--- config.mk ---
export PLATFORM = sky130hd
export DESIGN_NAME = instr_dispatcher
export DESIGN_NICKNAME = d
export VERILOG_FILES = /design/src/rtl/instr_dispatcher.sv
export SDC_FILE = /design/constraint.sdc
export NUM_CORES = 1
export LEC_CHECK = 0
export BUFFER_PORTS_ARGS = -buffer_cell sky130_fd_sc_hd__buf_2
export CAP_MARGIN = 30
export CORE_MARGIN = 2
export CORE_UTILIZATION = 28
export CTS_CLUSTER_DIAMETER = 30
export DETAILED_ROUTE_END_ITERATION = 8
export PLACE_DENSITY = 0.52
export SLEW_MARGIN = 30
export SYNTH_ARGS = -nofsm -noshare
export SYNTH_HDL_FRONTEND = slang
export SYNTH_SLANG_ARGS = --single-unit
--- constraint.sdc ---
create_clock -name clk -period 5.14 [get_ports clk]
set_input_delay 0.257 -clock clk [delete_from_list [all_inputs] [get_ports clk]]
set_output_delay 0.257 -clock clk [all_outputs]
set_load 0.02 [all_outputs]
--- src/rtl/instr_dispatcher.sv ---
// Instruction dispatcher: latches an opcode/argument set, routes it to the text or
// pixel execution unit, supervises completion with a timeout and reports status.
module instr_dispatcher #(
    parameter logic [15:0] TIMEOUT_CYCLES = 16'd50000
) (
    input  logic         clk,
    input  logic         reset_n,
    input  logic [7:0]   mode_control,
    input  logic [7:0]   instruction,
    input  logic [87:0]  arg_flat,
    input  logic         instruction_start,
    output logic         instruction_busy,
    output logic         instruction_finished,
    output logic         instruction_error,
    output logic [7:0]   result_0,
    output logic [7:0]   result_1,
    output logic [7:0]   unit_op,
    output logic [87:0]  unit_args,
    output logic         txt_start,
    output logic         pix_start,
    output logic         txt_abort,
    output logic         pix_abort,
    input  logic         txt_done,
    input  logic         pix_done,
    input  logic         txt_error,
    input  logic         pix_error,
    input  logic [15:0]  txt_result,
    input  logic [15:0]  pix_result
);

    // state    | meaning
    // IDLE     | waiting for instruction_start
    // DISPATCH | check routing/mode, pulse unit start, load timer
    // WAIT     | waiting for target unit done or timeout
    // COMPLETE | finished pulse, error status transferred next cycle
    typedef enum logic [1:0] {
        S_IDLE     = 2'd0,
        S_DISPATCH = 2'd1,
        S_WAIT     = 2'd2,
        S_COMPLETE = 2'd3
    } state_t;

    state_t      state;
    state_t      state_nxt;
    logic [15:0] timer;
    logic        fault;

    logic        accept;
    logic        is_txt_op;
    logic        is_pix_op;
    logic        legal;
    logic        tgt_done;
    logic        tgt_err;
    logic [15:0] tgt_result;
    logic        timer_zero;
    logic        keeps_result;

    logic        busy_d;
    logic        fin_d;
    logic        txt_start_d;
    logic        pix_start_d;
    logic        txt_abort_d;
    logic        pix_abort_d;

    assign accept       = (state == S_IDLE) && instruction_start;
    assign is_txt_op    = (unit_op <= 8'h03);
    assign is_pix_op    = (unit_op >= 8'h10) && (unit_op <= 8'h14);
    assign legal        = (is_txt_op && !mode_control[0]) || (is_pix_op && mode_control[0]);
    // Only legal opcodes reach WAIT, so the opcode alone selects the target unit.
    assign tgt_done     = is_pix_op ? pix_done   : txt_done;
    assign tgt_err      = is_pix_op ? pix_error  : txt_error;
    assign tgt_result   = is_pix_op ? pix_result : txt_result;
    assign timer_zero   = (timer == 16'd0);
    assign keeps_result = (unit_op == 8'h03) || (unit_op == 8'h14);

    always_ff @(posedge clk or negedge reset_n) begin
        if (!reset_n) begin
            state <= S_IDLE;
        end else begin
            state <= state_nxt;
        end
    end

    always_comb begin
        state_nxt = state;
        case (state)
            S_IDLE:     if (instruction_start) state_nxt = S_DISPATCH;
            S_DISPATCH: state_nxt = legal ? S_WAIT : S_COMPLETE;
            S_WAIT:     if (tgt_done || timer_zero) state_nxt = S_COMPLETE;
            S_COMPLETE: state_nxt = S_IDLE;
            default:    state_nxt = S_IDLE;
        endcase
    end

    // Next values of the registered outputs; done takes priority over expiry.
    always_comb begin
        busy_d      = (state_nxt != S_IDLE);
        fin_d       = (state_nxt == S_COMPLETE);
        txt_start_d = (state == S_DISPATCH) && legal && is_txt_op;
        pix_start_d = (state == S_DISPATCH) && legal && is_pix_op;
        txt_abort_d = (state == S_WAIT) && !tgt_done && timer_zero && is_txt_op;
        pix_abort_d = (state == S_WAIT) && !tgt_done && timer_zero && is_pix_op;
    end

    always_ff @(posedge clk or negedge reset_n) begin
        if (!reset_n) begin
            instruction_busy     <= 1'b0;
            instruction_finished <= 1'b0;
            instruction_error    <= 1'b0;
            txt_start            <= 1'b0;
            pix_start            <= 1'b0;
            txt_abort            <= 1'b0;
            pix_abort            <= 1'b0;
            result_0             <= 8'h00;
            result_1             <= 8'h00;
            unit_op              <= 8'h00;
            unit_args            <= '0;
            timer                <= 16'd0;
            fault                <= 1'b0;
        end else begin
            instruction_busy     <= busy_d;
            instruction_finished <= fin_d;
            txt_start            <= txt_start_d;
            pix_start            <= pix_start_d;
            txt_abort            <= txt_abort_d;
            pix_abort            <= pix_abort_d;

            if (accept) begin
                unit_op           <= instruction;
                unit_args         <= arg_flat;
                fault             <= 1'b0;
                instruction_error <= 1'b0;
            end

            if (state == S_DISPATCH) begin
                timer <= TIMEOUT_CYCLES;
                fault <= !legal;
            end

            if (state == S_WAIT) begin
                if (tgt_done) begin
                    fault <= tgt_err;
                    if (!tgt_err && keeps_result) begin
                        result_0 <= tgt_result[7:0];
                        result_1 <= tgt_result[15:8];
                    end
                end else if (timer_zero) begin
                    fault <= 1'b1;
                end else begin
                    timer <= timer - 16'd1;
                end
            end

            if (state == S_COMPLETE) begin
                instruction_error <= fault;
            end
        end
    end

endmodule

==> metrics.txt <==
worst min-delay path class in -> reg; Cell Pwr Density 620 nW/um^2; Hold Path Depth 2; slowest cell on the critical path nor3_2; Routed WL 15.3 mm; initial antenna violation count 0; Post-CTS Repair Setup Buffers 0; starting density of the core 0.287; relative max-transition margin 0.323; Maximum Capacitance Violations 0; Root Driver clkbuf_16; Row Count 53; total track usage 0.136; commonest non-fill, non-tap cells in the layout buf_2, dfrtp_1, mux2_2, clkbuf_16, nor4_1; CTS tree done; VDD IR max 0.263 mV; # diodes 0; Ys Warns 0; r2r endpoint timer[13]$_DFF_PN0_; post-synthesis register bit count 138; Req. time, crit path 5.49 ns; Final Hold Viols 0; first-pass GRT wire length 24.2 mm; IO buf count 254; worst skew pair latency 0.42 ns; WS Path Type reg -> reg; Die Wd 151 um; status complete, no violations; largest net degree at the start of global routing 82; cell taking the most area after synthesis dfrtp_1; initial detailed-routing violation count 188; max-slew violations 0; RD Place Congestion 0.781; total power 5.08 mW; Via density 4.67; CTS Buf Count 17; worst-path cell chain or4_4 -> o31a_1 -> nor3_2 -> a221o_1; Avg Cell Area, Syn 14.1 um^2; clock-pin slew on the worst setup and hold paths 0.06 ns; worst reg2reg startpoint unit_op[3]$_DFFE_PN0P_; area grow syn2layout 34.7%; FMAX 388 MHz; register area share after synthesis 0.568; syn nets 581; Finished Core Util 0.387; asr flop ratio synth 1.00; nets@finish 836; detailed placement HPWL 11.1 mm; sum of negative setup slack 0 ns; clock sink count 138; unrepaired setup endpoints after global routing false; CTS Buffer Depth 2; top cells by area, synth dfrtp_1, mux2_2, mux2_4; layout cells sized above 1 0.617; CTS Hold Buffers Added 1; prevailing post-synth register cell dfrtp_1; Die ar. 22900 um^2; fin crit period 2.57 ns; Worst Path Max Fanout 15; R2R Setup Slk 2.57 ns; FILL cells 2024; DR DRC count 0; HP Start mode_control[0]; commonest non-fill, non-tap cell in the layout buf_2; Syn Inst Count 431; Startpoint Class flip-flop; Antenna Nets Post-Route 0; First-pass DRT Iterations 4; Worst Skew 0.0101 ns; Vias 4544; vias in the first global route 4744; CP Data Arrival Time 2.92 ns; Max stage delay on crit path 0.66 ns; Min-Delay Endpoint txt_start$_DFF_PN0_; total gr overflow 0; # IOs 262; Yosys top cell area share 0.568; pin slew with the least headroom to its limit 1.01 ns; Distinct cells, synth 58; Resized cells post-CTS 0; H-tree depth 4; EDFF count, synth 0; Leakage 3.93 nW; Reg2Reg Depth 4; mapped cell area 6080 um^2; Core Box Area 21200 um^2; CP Capture Type flip-flop; Final Cycle Share 0.501; Die H 151 um; Wirelength per Cell 15.7 um; Setup violations, final 0
cells by family (layout without fill, tap and decap cells):
group / count (synthesis) / count (layout) / share of synthesized area
buffers and inverters: 37 / 305 / 0.0274
XOR/XNOR: 3 / 3 / 0.00432
flip-flops: 138 / 138 / 0.568
AND/OR/NAND/NOR: 70 / 70 / 0.0737
adder cells (fa/ha/maj): 7 / 7 / 0.0144
AO/OA/AOI/OAI: 43 / 43 / 0.0607
multiplexers: 133 / 133 / 0.252
per-stage QoR:
step                      cells  setup slack, ns  area, um^2  hold WS, ns
final                       974             2.57        8190       0.0515
after global routing        974             2.40        8190       0.0371
after CTS                   974             2.47        8180       0.0255
after detailed placement    941             2.47        7630        0.359
after global placement      941             2.55        7630        0.346
after floorplan             431             2.89        6080      -0.0386
state kept, by name, indices dropped and copies added (netlist names), 2 cells and up:
register / flops
result_0: 8
result_1: 8
state: 2
timer: 16
unit_args: 88
unit_op: 8
routing by layer:
metal | global-route usage | up-vias | share of wire
met5 | 0 | - | 0
met4 | 0.0528 | 0 | 0.016
met3 | 0.0440 | 16 | 0.074
met2 | 0.227 | 166 | 0.51
met1 | 0.162 | 2227 | 0.40
li1 | - | 2135 | -
final cells by class:
class | instances | area (um^2) | area share
flip-flops and latches | 138 | 3450 | 0.422
well taps | 275 | 344 | 0.0420
clock buffers | 18 | 429 | 0.0524
repair buffers | 260 | 1330 | 0.162
multi-input cells | 256 | 2480 | 0.303
clock inverters | 14 | 110 | 0.0134
inverters | 13 | 48.8 | 0.00596
where the power goes:
part           internal, mW  total (mW)  switching, mW  leakage (nW)
logic                 0.882        2.12           1.24          2.01
clock network         0.627        1.13          0.501         0.260
registers              1.55        1.83          0.286          1.66
total                  3.06        5.08           2.02          3.93
worst max-delay path by stage:
stage / startpoint / to / depth (start not counted) / slack, ns
after floorplan: unit_op[1]$_DFFE_PN0P_ / result_0[0]$_DFFE_PN0P_ / 5 / 2.89
after detailed placement: timer[0]$_DFF_PN0_ / timer[8]$_DFF_PN0_ / 6 / 2.47
final: unit_op[3]$_DFFE_PN0P_ / timer[13]$_DFF_PN0_ / 4 / 2.57
after CTS: timer[0]$_DFF_PN0_ / timer[8]$_DFF_PN0_ / 6 / 2.47
after global placement: timer[0]$_DFF_PN0_ / timer[4]$_DFF_PN0_ / 6 / 2.55
after global routing: timer[0]$_DFF_PN0_ / timer[8]$_DFF_PN0_ / 6 / 2.40
worst max-delay path, delay by kind of cell (launching register included):
family	cells	cell delay [ns]
AO/OA/AOI/OAI	2	0.79
flip-flops	1	0.44
AND/OR/NAND/NOR	2	1.28
cells in the mapped netlist (all sizes together), types with 2 or more instances:
cell and count:
a22oi 2, and4 2, mux2i 4, inv 13, nand2 9, or3 2
or4 3, nor2 6, nand4 10, mux2 129, o32ai 2, nor4 17
nand2b 3, xor2 2, nand3b 2, o21ai 5, buf 16, a221o 6
a21boi 2, ha 7, nor3 6, o31ai 4, a31oi 4, a21oi 2
nand3 5, o31a 2, a41o 2, a221oi 3, clkbuf 8, dfrtp 138
(Power assumes the default switching activity.)
